[config.mk]
export PLATFORM = sky130hd
export DESIGN_NAME = secure_key_tx
export DESIGN_NICKNAME = d
export VERILOG_FILES = /design/src/rtl/secure_key_pkg.sv /design/src/rtl/secure_key_tx_rolling_counter.sv /design/src/rtl/secure_key_tx.sv
export SDC_FILE = /design/constraint.sdc
export NUM_CORES = 1
export LEC_CHECK = 0
export CORE_MARGIN = 3
export CORE_UTILIZATION = 55
export DETAILED_ROUTE_END_ITERATION = 10
export GPL_TIMING_DRIVEN = 0
export PLACE_DENSITY = 0.73
export RECOVER_POWER = 50
export SYNTH_ARGS = -nofsm -noshare
export SYNTH_HDL_FRONTEND = slang
export SYNTH_SLANG_ARGS = --single-unit
[constraint.sdc]
create_clock -name clk -period 5.6 [get_ports clk]
set_clock_uncertainty 0.05 [all_clocks]
set_input_delay 0.84 -clock clk [delete_from_list [all_inputs] [get_ports clk]]
set_output_delay 0.84 -clock clk [all_outputs]
set_load 0.01 [all_outputs]
[src/rtl/secure_key_pkg.sv]
// rtl/secure_key_pkg.sv - shared state encoding and counter widths for secure_key_tx
//
// Purpose: FSM state type used by the key transmitter, plus the widths of its
//          internal bit-index and repeat counters.
// Ports:   none (package).
package secure_key_pkg;

    typedef enum logic [1:0] {
        ST_IDLE = 2'd0,
        ST_KEY  = 2'd1,
        ST_CNT  = 2'd2,
        ST_GAP  = 2'd3
    } state_t;

    // Bit index must reach KEY_W-1 (up to 31), CNT_W-1 and GAP-1.
    localparam int IDX_W = 6;
    // Repeat count must reach REPEAT-1 (up to 14).
    localparam int REP_W = 4;

endpackage

[src/rtl/secure_key_tx_rolling_counter.sv]
// rtl/secure_key_tx_rolling_counter.sv - wrapping rolling-code counter
//
// Purpose: CNT_W-bit counter that advances by one on inc and wraps from
//          all-ones to zero; clear has priority over inc.
// Ports:   clk   - clock
//          reset - asynchronous active-low reset (value -> 0)
//          inc   - advance by one this edge
//          clear - force to zero this edge
//          value - current count
module rolling_counter #(
    parameter int CNT_W = 8
) (
    input  logic             clk,
    input  logic             reset,
    input  logic             inc,
    input  logic             clear,
    output logic [CNT_W-1:0] value
);

    always_ff @(posedge clk or negedge reset) begin
        if (!reset) begin
            value <= '0;
        end else if (clear) begin
            value <= '0;
        end else if (inc) begin
            value <= value + CNT_W'(1);
        end
    end

endmodule

[src/rtl/secure_key_tx.sv]
// rtl/secure_key_tx.sv - serial fixed-key plus rolling-code frame transmitter
//
// Purpose: on trigger A, sends REPEAT frames of {KEY, counter} MSB first, one
//          bit per cycle, with GAP idle cycles between frames; pulses done and
//          advances the rolling counter after the last frame.
// Ports:   clk     - clock
//          reset   - asynchronous active-low reset
//          A       - trigger level, sampled only in IDLE
//          cancel  - synchronous abort (also blocks a trigger in IDLE)
//          R       - serial frame bit
//          R_valid - high while R carries a frame bit
//          busy    - high whenever not IDLE
//          done    - one-cycle pulse after normal completion
//          code    - current rolling-counter value
module secure_key_tx
    import secure_key_pkg::*;
#(
    parameter int               KEY_W  = 4,
    parameter logic [KEY_W-1:0] KEY    = 4'b1101,
    parameter int               CNT_W  = 8,
    parameter int               REPEAT = 1,
    parameter int               GAP    = 2
) (
    input  logic             clk,
    input  logic             reset,
    input  logic             A,
    input  logic             cancel,
    output logic             R,
    output logic             R_valid,
    output logic             busy,
    output logic             done,
    output logic [CNT_W-1:0] code
);

    localparam int SW = KEY_W + CNT_W;

    localparam logic [IDX_W-1:0] KEY_LAST = IDX_W'(KEY_W - 1);
    localparam logic [IDX_W-1:0] CNT_LAST = IDX_W'(CNT_W - 1);
    localparam logic [IDX_W-1:0] GAP_LAST = IDX_W'(GAP - 1);
    localparam logic [REP_W-1:0] REP_LAST = REP_W'(REPEAT - 1);

    state_t           state;
    logic [IDX_W-1:0] idx;
    logic [REP_W-1:0] rep;
    logic [SW-1:0]    sreg;
    logic [CNT_W-1:0] cap;
    logic             done_r;
    logic             inc;

    // The counter advances on the same edge that leaves the last counter bit
    // of the last frame, so code already shows the new value while done is high.
    assign inc = (state == ST_CNT) && !cancel && (idx == CNT_LAST) && (rep == REP_LAST);

    rolling_counter #(
        .CNT_W (CNT_W)
    ) u_rolling_counter (
        .clk   (clk),
        .reset (reset),
        .inc   (inc),
        .clear (1'b0),
        .value (code)
    );

    always_ff @(posedge clk or negedge reset) begin
        if (!reset) begin
            state  <= ST_IDLE;
            idx    <= '0;
            rep    <= '0;
            sreg   <= '0;
            cap    <= '0;
            done_r <= 1'b0;
        end else begin
            done_r <= 1'b0;
            case (state)
                ST_IDLE: begin
                    if (!cancel && A) begin
                        state <= ST_KEY;
                        idx   <= '0;
                        rep   <= '0;
                        sreg  <= {KEY, code};
                        cap   <= code;
                    end
                end
                ST_KEY: begin
                    if (cancel) begin
                        state <= ST_IDLE;
                    end else begin
                        sreg <= {sreg[SW-2:0], 1'b0};
                        if (idx == KEY_LAST) begin
                            state <= ST_CNT;
                            idx   <= '0;
                        end else begin
                            idx <= idx + IDX_W'(1);
                        end
                    end
                end
                ST_CNT: begin
                    if (cancel) begin
                        state <= ST_IDLE;
                    end else begin
                        sreg <= {sreg[SW-2:0], 1'b0};
                        if (idx == CNT_LAST) begin
                            idx <= '0;
                            if (rep == REP_LAST) begin
                                state  <= ST_IDLE;
                                done_r <= 1'b1;
                            end else begin
                                state <= ST_GAP;
                                rep   <= rep + REP_W'(1);
                            end
                        end else begin
                            idx <= idx + IDX_W'(1);
                        end
                    end
                end
                ST_GAP: begin
                    if (cancel) begin
                        state <= ST_IDLE;
                    end else if (idx == GAP_LAST) begin
                        // Every repeat re-sends the code captured at the trigger.
                        state <= ST_KEY;
                        idx   <= '0;
                        sreg  <= {KEY, cap};
                    end else begin
                        idx <= idx + IDX_W'(1);
                    end
                end
                default: state <= ST_IDLE;
            endcase
        end
    end

    // Decoded from registers only; the frame bit is always the shifter MSB.
    assign busy    = (state != ST_IDLE);
    assign R_valid = (state == ST_KEY) || (state == ST_CNT);
    assign R       = R_valid & sreg[SW-1];
    assign done    = done_r;

endmodule

## After elaboration in Yosys (flattened, before gate mapping)

Index checks and enable logic that the tools add are counted.
Widths: inputs -> output; s select.

- Muxes and demuxes: 31
- Bitwise gates (word level): 1
- Eq/ne operators: 17
- Add/subtract/negate cells: 3
- Reductions and logical operators: 16

Operators with widths:

| operator | number |
|---|---|
| $mux 12 | 4 |
| $mux 6 | 7 |
| $pmux 12 s3 | 1 |
| $pmux 6 s4 | 1 |
| $mux 2 | 8 |
| $mux 4 | 4 |
| $ne 2x2->1 const B | 7 |
| $reduce_and 4->1 | 3 |
| $add 8x1->8 const B | 1 |
| $pmux 2 s4 | 1 |
| $pmux 4 s2 | 1 |
| $add 6x1->6 const B | 1 |
| $eq 6x1->1 const B | 1 |
| $eq 6x2->1 const B | 1 |
| $eq 6x3->1 const B | 1 |
| $ne 3x3->1 const B | 2 |
| $reduce_and 5->1 | 1 |
| $add 4x1->4 const B | 1 |
| $eq 2x2->1 const B | 2 |
| $logic_and 1x1->1 | 4 |
| $logic_not 4->1 | 1 |
| $mux 1 | 4 |
| $reduce_bool 2->1 | 2 |
| $ne 3x2->1 const B | 1 |
| 8 further kinds | 8 |

- Bits in registers: 41
- Word-level logic and storage cells: 75
- Output and inout bits: 12
- Input bits: 4

## Longest topological paths before layout

Gate-level depths: netlist (run 1).

- Word-level depth: 5
- Mapped depth: 8
- Depth with buffers taken out: 7

## Cells and area by module

Synthesis (run 1) repeated with hierarchy kept, for this count alone.

- Cell total of the unflattened synthesis: 225
- Area, all modules: 2240.9 um^2

By module, submodules not included:

| module | area each (um^2) | sequential area each (um^2) | instances | cells an instance |
|---|---|---|---|---|
| secure_key_tx | 1844.3 | 825.8 | 1 | 188 |
| rolling_counter | 396.6 | 200.2 | 1 | 37 |

## Worst setup path after synthesis (run 1)

OpenSTA, ideal clock, no wires.

- Path type: in2reg
- Start point: input port cancel
- End point: register idx[3]
- Slack: 3.391 ns
- Setup time: 0.095 ns
- Data arrival time: 2.064 ns
- Data required time: 5.455 ns
- Path buffers: 1
- Cell stages on the path: 5
- Path through: buf_2 o21ai_0 nor2_1 or3_1 o31ai_1

- Cells in the longest elaborated chain, start to end: 4
- Elaborated cells on any way between the ends: 7
- Those cells by class: 4 x eq/ne; 3 x reduce/logical

Ends and longest elaborated chain:

| what | line | source |
|---|---|---|
| from (decl) | secure_key_tx.sv:27 | `input logic cancel,` |
| $logic_not 1->1 | secure_key_tx.sv:76 | `if (!cancel && A) begin` |
| $logic_and 1x1->1 | secure_key_tx.sv:76 |  |
| $ne 2x2->1 (no source line) | -- |  |
| $reduce_and 4->1 (no source line) * | -- |  |
| to (signal assigned) | secure_key_tx.sv:93 | `idx <= idx + IDX_W'(1);` |
| to (signal assigned) | secure_key_tx.sv:112 | `idx <= idx + IDX_W'(1);` |
| to (signal assigned) | secure_key_tx.sv:125 | `idx <= idx + IDX_W'(1);` |
| to (decl) | secure_key_tx.sv:43 | `logic [IDX_W-1:0] idx;` |

Mark *: on every way between the ends. The rest lies on a longest branch, timed or not.
A chain may end at the register's enable or synchronous reset.

## Worst setup path in the final report (run 1)

- Start point: register state[1]
- End point: output port busy

- Cells in the longest elaborated chain, start to end: 1

Ends and longest elaborated chain:

| what | line | source |
|---|---|---|
| from (decl) | secure_key_tx.sv:42 | `state_t state;` |
| from (signal assigned) | secure_key_tx.sv:66 | `state <= ST_IDLE;` |
| from (signal assigned) | secure_key_tx.sv:77 | `state <= ST_KEY;` |
| from (signal assigned) | secure_key_tx.sv:86 | `state <= ST_IDLE;` |
| $reduce_bool 2->1 | secure_key_tx.sv:134 | `assign busy = (state != ST_IDLE);` |
| to (decl) | secure_key_tx.sv:30 | `output logic busy,` |

Every way passes these cells.

==> run metrics, run 1 <==
PwrDens=between 400 and 500 nW/um^2; DR WL/cell=16.88 um; Remaining DRCs=0; post-synthesis async set-or-reset flop share=100.0%; CP max stage cell=clkdlybuf4s50_1; Reg power frac=about 33%; leakage power total=1.116 nW; largest net degree at the start of global routing=42; first-pass GRT wire length=between 7000 and 8000 um; post-CTS sizing=0; fraction of synthesized area in multiplexers=under 10%; CP cell instances=inv_1 > ha_1 > clkbuf_1 > inv_1 > clkbuf_1 > clkdlybuf4s50_1; Die Area=about 4700 sq um; Core Area=3716 sq um; DR vias/cell=6.288; Logic pwr share=44.1%; fin crit period=3.380 ns; clock share of power=22.6%; Max-slew headroom=-40.60%; layout cells sized above 1=under 10%; DP HPWL=3312 um; Synth Area in Simple Gates=15.98%; internal power=657.8 uW; Ys Warns=0; CTS tree=done; placed insts=273; gr usage total=22.74%; CTS Buf Count=5; post-route ant nets=0; P&R area growth vs syn=13.93%; diodes inserted=0; hold_ws=approximately 0.43 ns; Final Worst Setup Slack=2.220 ns; RSZ-0062 raised after global routing=false; crit-path max cell delay=0.62 ns; max-slew violation count=42; violated checks=max-capacitance violations, max-slew violations; Post-Route WL=4744 um; syn_area_per_cell=10.13 sq um; Rows=22; total power=1.100 mW; pre-CTS WS=2.583 ns; Crit path required time=between 4 and 5 ns; Clock Pin Slew Worst Setup and Hold Paths=about 0.08 ns; fillers=310; CP endpoint kind=primary output; Crit Path Category=reg2out; Worst EP arrival=2.49 ns; initial antenna violation count=0; via count=1767; Layout Nets=245; Tcrit/Tclk final=just over 60%; adder-cell area share of the yosys netlist=5.269%; count of cell types in the netlist=45; 1st-pass router iterations=4; Post-synth EDFFs=0; fin cells=about 280; FF+latch count, synth=41; post-synthesis xor/xnor area fraction=under 10%; Synth Net Count=224; Final GP Congestion=0.8411; outcome=complete, but fails checks; switching pwr=roughly 440 uW; Starting Density=57.51%; largest family of logic cells by synthesized area=compound AO/OA/AOI/OAI gates; Initial DRC Count=between 150 and 200; post-synthesis compound-gate area fraction=19.73%; GRT overflow=0; Clk Latency, worst-skew pair=0.30 ns; Mapped Area=between 2000 and 2500 sq um; Sink Count=a little over 40; TNS Setup=0 ns; post-synthesis cell count=211; max-cap violations=1; worst vdd ir=a little under 0.2 mV; num ports=16; Hold Buf Count CTS=0; Most used DFF post-synth=dfrtp_1; Worst R2R Setup Slack=approximately 3.0 ns; Die Y=68.34 um; sequential area share after synthesis=between 40% and 50%; Die W=approximately 68 um; number of port buffers=14; clk buf depth=2; Setup Buffers After CTS=0; CP bufs+invs=5; kind of start point of the critical path=register; Hold Path Class=reg2reg; Max Freq=0.2958 GHz; final hold violation count=0; vias in the first global route=1684; delay-heaviest family, CP=buffers and inverters; Sw Ratio=about two fifths; H-tree lvl count=2; CTS root buf=clkbuf_8; count of final setup violators=0; Slew @ Worst Pin=2.109 ns; maximum fanout along the worst path=10
-- worst reg2reg max path: stages, from the launching register on --
cell and delay [ns]:
dfrtp_1 0.44, ha_1 0.25, or4b_1 0.57, and4bb_1 0.32, clkbuf_1 0.27, and2_0 0.29, nand3_1 0.12, xnor2_1 0.14
-- sequential cells by signal, summed over array words and instances (netlist names) --
name / count
u_rolling_counter.value: 8
state: 2
sreg: 12
rep: 4
done: 1
idx: 6
cap: 8
-- logic make-up (layout without fill, tap and decap cells) --
group	after synthesis	after routing
AND/OR/NAND/NOR	61	61
adder cells (fa/ha/maj)	9	9
multiplexers	9	9
AO/OA/AOI/OAI	66	66
buffers and inverters	18	40
XOR/XNOR	7	7
flip-flops	41	41
-- cell type report --
class                      instances  area (sq um)  area share [%]
clock inverter                     2         37.54           1.542
clock buffer                       6         82.58           3.392
tap                               48         60.06           2.467
inverter                           9         33.78           1.387
multi-input combinational        152          1026           42.14
buffer                             9         35.03           1.439
sequential                        41          1026           42.14
timing repair buffer              14         133.9           5.498
-- cell usage in the layout, fill, tap and decap left out, types with 4 or more instances in the layout --
cell,n
xnor2_1,4
dfrtp_1,41
nand2_1,21
o31ai_1,4
a221o_1,8
a21oi_1,9
clkbuf_1,9
clkdlybuf4s50_1,11
nand3_1,8
clkbuf_8,6
inv_1,9
mux2_2,9
o21ai_0,25
nor2_1,7
and3_1,6
o21ai_1,7
ha_1,9
-- power groups by stage --
| stage | sequential (mW) | combinational, mW | clock [mW] |
|---|---|---|---|
| floorplan | 0.363 | 0.328 | 0 |
| global placement | 0.368 | 0.454 | 0 |
| detailed placement | 0.371 | 0.472 | 0 |
| CTS | 0.365 | 0.480 | 0.254 |
| global route | 0.371 | 0.538 | 0.268 |
| finish | 0.367 | 0.485 | 0.249 |
-- cell usage after synthesis (2+ instances only) --
library cell / count / area, sq um
dfrtp_1: 41 / 1026
inv_1: 9 / 33.78
o31ai_1: 4 / 30.03
and2_1: 2 / 12.51
nand2_1: 21 / 78.83
and3_1: 6 / 37.54
nand3_1: 8 / 40.04
nor3_1: 2 / 10.01
mux2_2: 9 / 101.4
o21ai_0: 25 / 125.1
o21ai_1: 7 / 35.03
nor2b_1: 2 / 12.51
ha_1: 9 / 112.6
clkbuf_1: 7 / 26.28
nor2_1: 7 / 26.28
a311oi_1: 2 / 17.52
a221o_1: 8 / 80.08
a21oi_1: 9 / 45.04
nand4_1: 2 / 12.51
xor2_1: 3 / 26.28
xnor2_1: 4 / 35.03
-- per-layer routing --
metal,GRT usage [%],share of wire [%],up-vias
met4,8.189,1.4,0
li1,-,-,817
met2,35.14,48,60
met5,0,0,-
met3,4.105,5.0,8
met1,31.78,46,882
-- metrics by stage --
stage	util (%)	area (sq um)
global route	65.52	2435
finish	65.52	2435
floorplan	-	2137
global placement	62.90	2337
detailed placement	62.76	2332
CTS	65.99	2452
-- path summary, 6_finish.rpt --
path | start | to | depth (start not counted)
max | state[1] | busy | 6
min | rep[3] | rep[3] | 1
max reg2reg | idx[0] | u_rolling_counter.value[4] | 7
min reg2reg | rep[3] | rep[3] | 1
max in group asynchronous | reset | rep[1] | 1
min in group asynchronous | reset | idx[3] | 1
No activity file was read; power rests on OpenSTA's default activity.
==> inputs of run 2 (changes only) <==
- CORE_UTILIZATION: 55 -> 52
- PLACE_DENSITY: 0.73 -> 0.72
- clock period: 5.6 -> 2.7 ns (I/O delays scaled with it)
==> run 2 against run 1 <==
Net effect: the flow still finishes with violations (max-capacitance violations, max-slew violations); global-route usage fell by 1.1 points; worst hold slack lost 0.0081 ns; first-iteration DRC count shrank 36%; largest power group unchanged; final area is 0.10% lower; highest routed layer unchanged; sequential share of layout area barely moved; clock power increased by 71%.
==> run metrics, run 2 (synthesis results as in run 1) <==
multi-input logic area=1039 sq um (was 1026 sq um); placed insts=273 (unchanged); Reg power frac=34.4% (was 33.3%); leakage power total=1.139 nW (was 1.116 nW); vias in the first global route=1786 (was 1684); clk buf depth=2 (unchanged); Die W=70.11 um (was 68.34 um); Final Instance Area=2432 sq um (was 2435 sq um); count of final setup violators=0 (unchanged); total power=2.202 mW (was 1.100 mW); CP max stage cell=ha_1 (was clkdlybuf4s50_1); Layout Nets=244 (was 245); Post-Route WL=4943 um (was 4744 um); CTS root buf=clkbuf_8 (unchanged); first-pass GRT wire length=8638 um (was 7859 um); layout cells sized above 1=12.50% (was 9.442%); DR vias/cell=6.296 (was 6.288); num ports=16 (unchanged); CTS Buf Count=5 (unchanged); Seq. cell area=1026 sq um (unchanged); Die Area=4915 sq um (was 4670 sq um); GRT overflow=0 (unchanged); Core Area=3799 sq um (was 3716 sq um); RSZ-0062 raised after global routing=false (unchanged); clock share of power=19.4% (was 22.6%); CP cell instances=inv_1 > ha_1 > and2_1 > clkdlybuf4s50_1 (was inv_1 > ha_1 > clkbuf_1 > inv_1 > clkbuf_1 > clkdlybuf4s50_1); Final Worst Setup Slack=0.1079 ns (was 2.220 ns); delay-heaviest family, CP=buffers and inverters (unchanged); outcome=complete, but fails checks (unchanged); Max-slew headroom=-44.32% (was -40.60%); internal power=1.283 mW (was 657.8 uW); Final GP Congestion=0.8605 (was 0.8411); Worst EP arrival=2.14 ns (was 2.49 ns); Crit path required time=2.25 ns (was 4.71 ns); CTS tree=done (unchanged); max-cap violations=1 (unchanged); violated checks=max-capacitance violations, max-slew violations (unchanged); Sw Ratio=41.72% (was 40.22%); post-route ant nets=0 (unchanged); gr usage total=21.66% (was 22.74%); fillers=308 (was 310); most frequent cells in the layout=dfrtp_1, o21ai_0, nand2_1 (unchanged); fin crit period=2.592 ns; Sink Count=41 (unchanged); H-tree lvl count=2 (unchanged); Remaining DRCs=0 (unchanged); Tcrit/Tclk final=96.00%; via count=1763 (was 1767); switching pwr=918.6 uW (was 442.6 uW); Logic pwr share=46.2% (was 44.1%); Crit Path Category=reg2out (unchanged); 1st-pass router iterations=4 (unchanged); diodes inserted=0 (unchanged); CP endpoint kind=primary output (unchanged); Slew @ Worst Pin=2.165 ns (was 2.109 ns); largest net degree at the start of global routing=42 (unchanged); crit-path max cell delay=0.60 ns (was 0.62 ns); Initial DRC Count=119 (was 186); Hold Buf Count CTS=0 (unchanged); maximum fanout along the worst path=14 (was 10); Die Y=70.11 um (was 68.34 um); Starting Density=56.26% (was 57.51%); most common cell after layout, fill and taps aside=dfrtp_1 (unchanged); kind of start point of the critical path=register (unchanged); DR WL/cell=17.65 um (was 16.88 um); Largest regs=sreg: 12 flops, cap: 8 flops, u_rolling_counter.value: 8 flops (unchanged); Largest register FFs=12 (unchanged); number of port buffers=14 (unchanged); largest register by flop count=sreg (unchanged); Max Freq=around 0.39 GHz; PwrDens=905.3 nW/um^2 (was 451.9 nW/um^2); TNS Setup=0 ns (unchanged); final hold violation count=0 (unchanged); Hold Path Class=reg2reg (unchanged); worst vdd ir=0.4510 mV (was 0.1979 mV); P&R area growth vs syn=13.82% (was 13.93%); Clock Pin Slew Worst Setup and Hold Paths=0.08 ns (about the same); Clk Latency, worst-skew pair=0.29 ns (was 0.30 ns); Rows=22 (unchanged); DP HPWL=3513 um (was 3312 um); max-slew violation count=42 (unchanged); Area after DPL=2332 sq um (unchanged); fin cells=280 (was 281); pre-CTS WS=0.07419 ns (was 2.583 ns); initial antenna violation count=0 (unchanged); CP bufs+invs=2 (was 5)
==> run 2: cell types whose count changed in the layout (fill, tap and decap cells not counted), sizes merged <==
| cell | before | now |
|---|---|---|
| clkinv | 0 | 2 |
| clkbuf | 15 | 12 |
| clkdlybuf4s50 | 11 | 8 |
| dlygate4sd3 | 2 | 5 |
| inv | 9 | 8 |
| buf | 1 | 3 |
| bufinv | 1 | 0 |
==> run 2: worst paths after layout <==
| kind | start | to | slack, ns | depth (start not counted) |
|---|---|---|---|---|
| max reg2reg | state[0] | idx[3] | 0.24 | 6 |
| min in group asynchronous | reset | idx[1] | 0.69 | 1 |
| max in group asynchronous | reset | cap[1] | 0.68 | 1 |
| min reg2reg | sreg[9] | sreg[9] | 0.42 | 2 |
| max | state[0] | R | 0.11 | 4 |
| min | sreg[9] | sreg[9] | 0.42 | 2 |
==> run 2: cell type report <==
class | instances | area share [%]
sequential | 41 | 42.18
tap | 48 | 2.469
clock inverter | 2 | 0.5658
multi-input combinational | 152 | 42.70
timing repair buffer | 15 | 5.813
clock buffer | 6 | 3.395
inverter | 9 | 1.543
buffer | 7 | 1.337
==> run 2: power by group through the flow <==
stage | combinational, mW | sequential, mW | clock (mW)
6_report | 1.02 | 0.757 | 0.427
5_1_grt | 1.14 | 0.766 | 0.476
4_1_cts | 0.981 | 0.756 | 0.433
3_5_place_dp | 0.995 | 0.768 | 0
3_3_place_gp | 0.942 | 0.762 | 0
2_1_floorplan | 0.681 | 0.753 | 0
==> run 2: repair_timing <==
item | in CTS | in global routing
setup endpoints to repair | 2 | 1
pin swaps | 0 | 0
gates resized for setup | 1 | 1
setup buffers | 0 | 1
==> run 2: tightest hold or removal path, cell delays in order, from the launching register on <==
cell and delay (ns):
dfrtp_1 0.35, nand2_1 0.05, nand2_1 0.04
==> run 2: metal layers <==
metal  global-route usage (%)  vias to the layer above  wire length [um]
met1                    30.67                      878              2267
met5                        0                        -                 0
met4                    4.681                        0                31
met2                    34.00                       61              2377
met3                    4.892                        4               266
li1                         -                      820                 -
==> run 2: through the flow <==
stage	util, %	hold WS, ns
6_report	64.03	0.4232
5_1_grt	64.03	0.4630
4_1_cts	63.77	0.2206
3_5_place_dp	61.40	0.4062
3_3_place_gp	61.53	0.4029
2_1_floorplan	-	0.05941
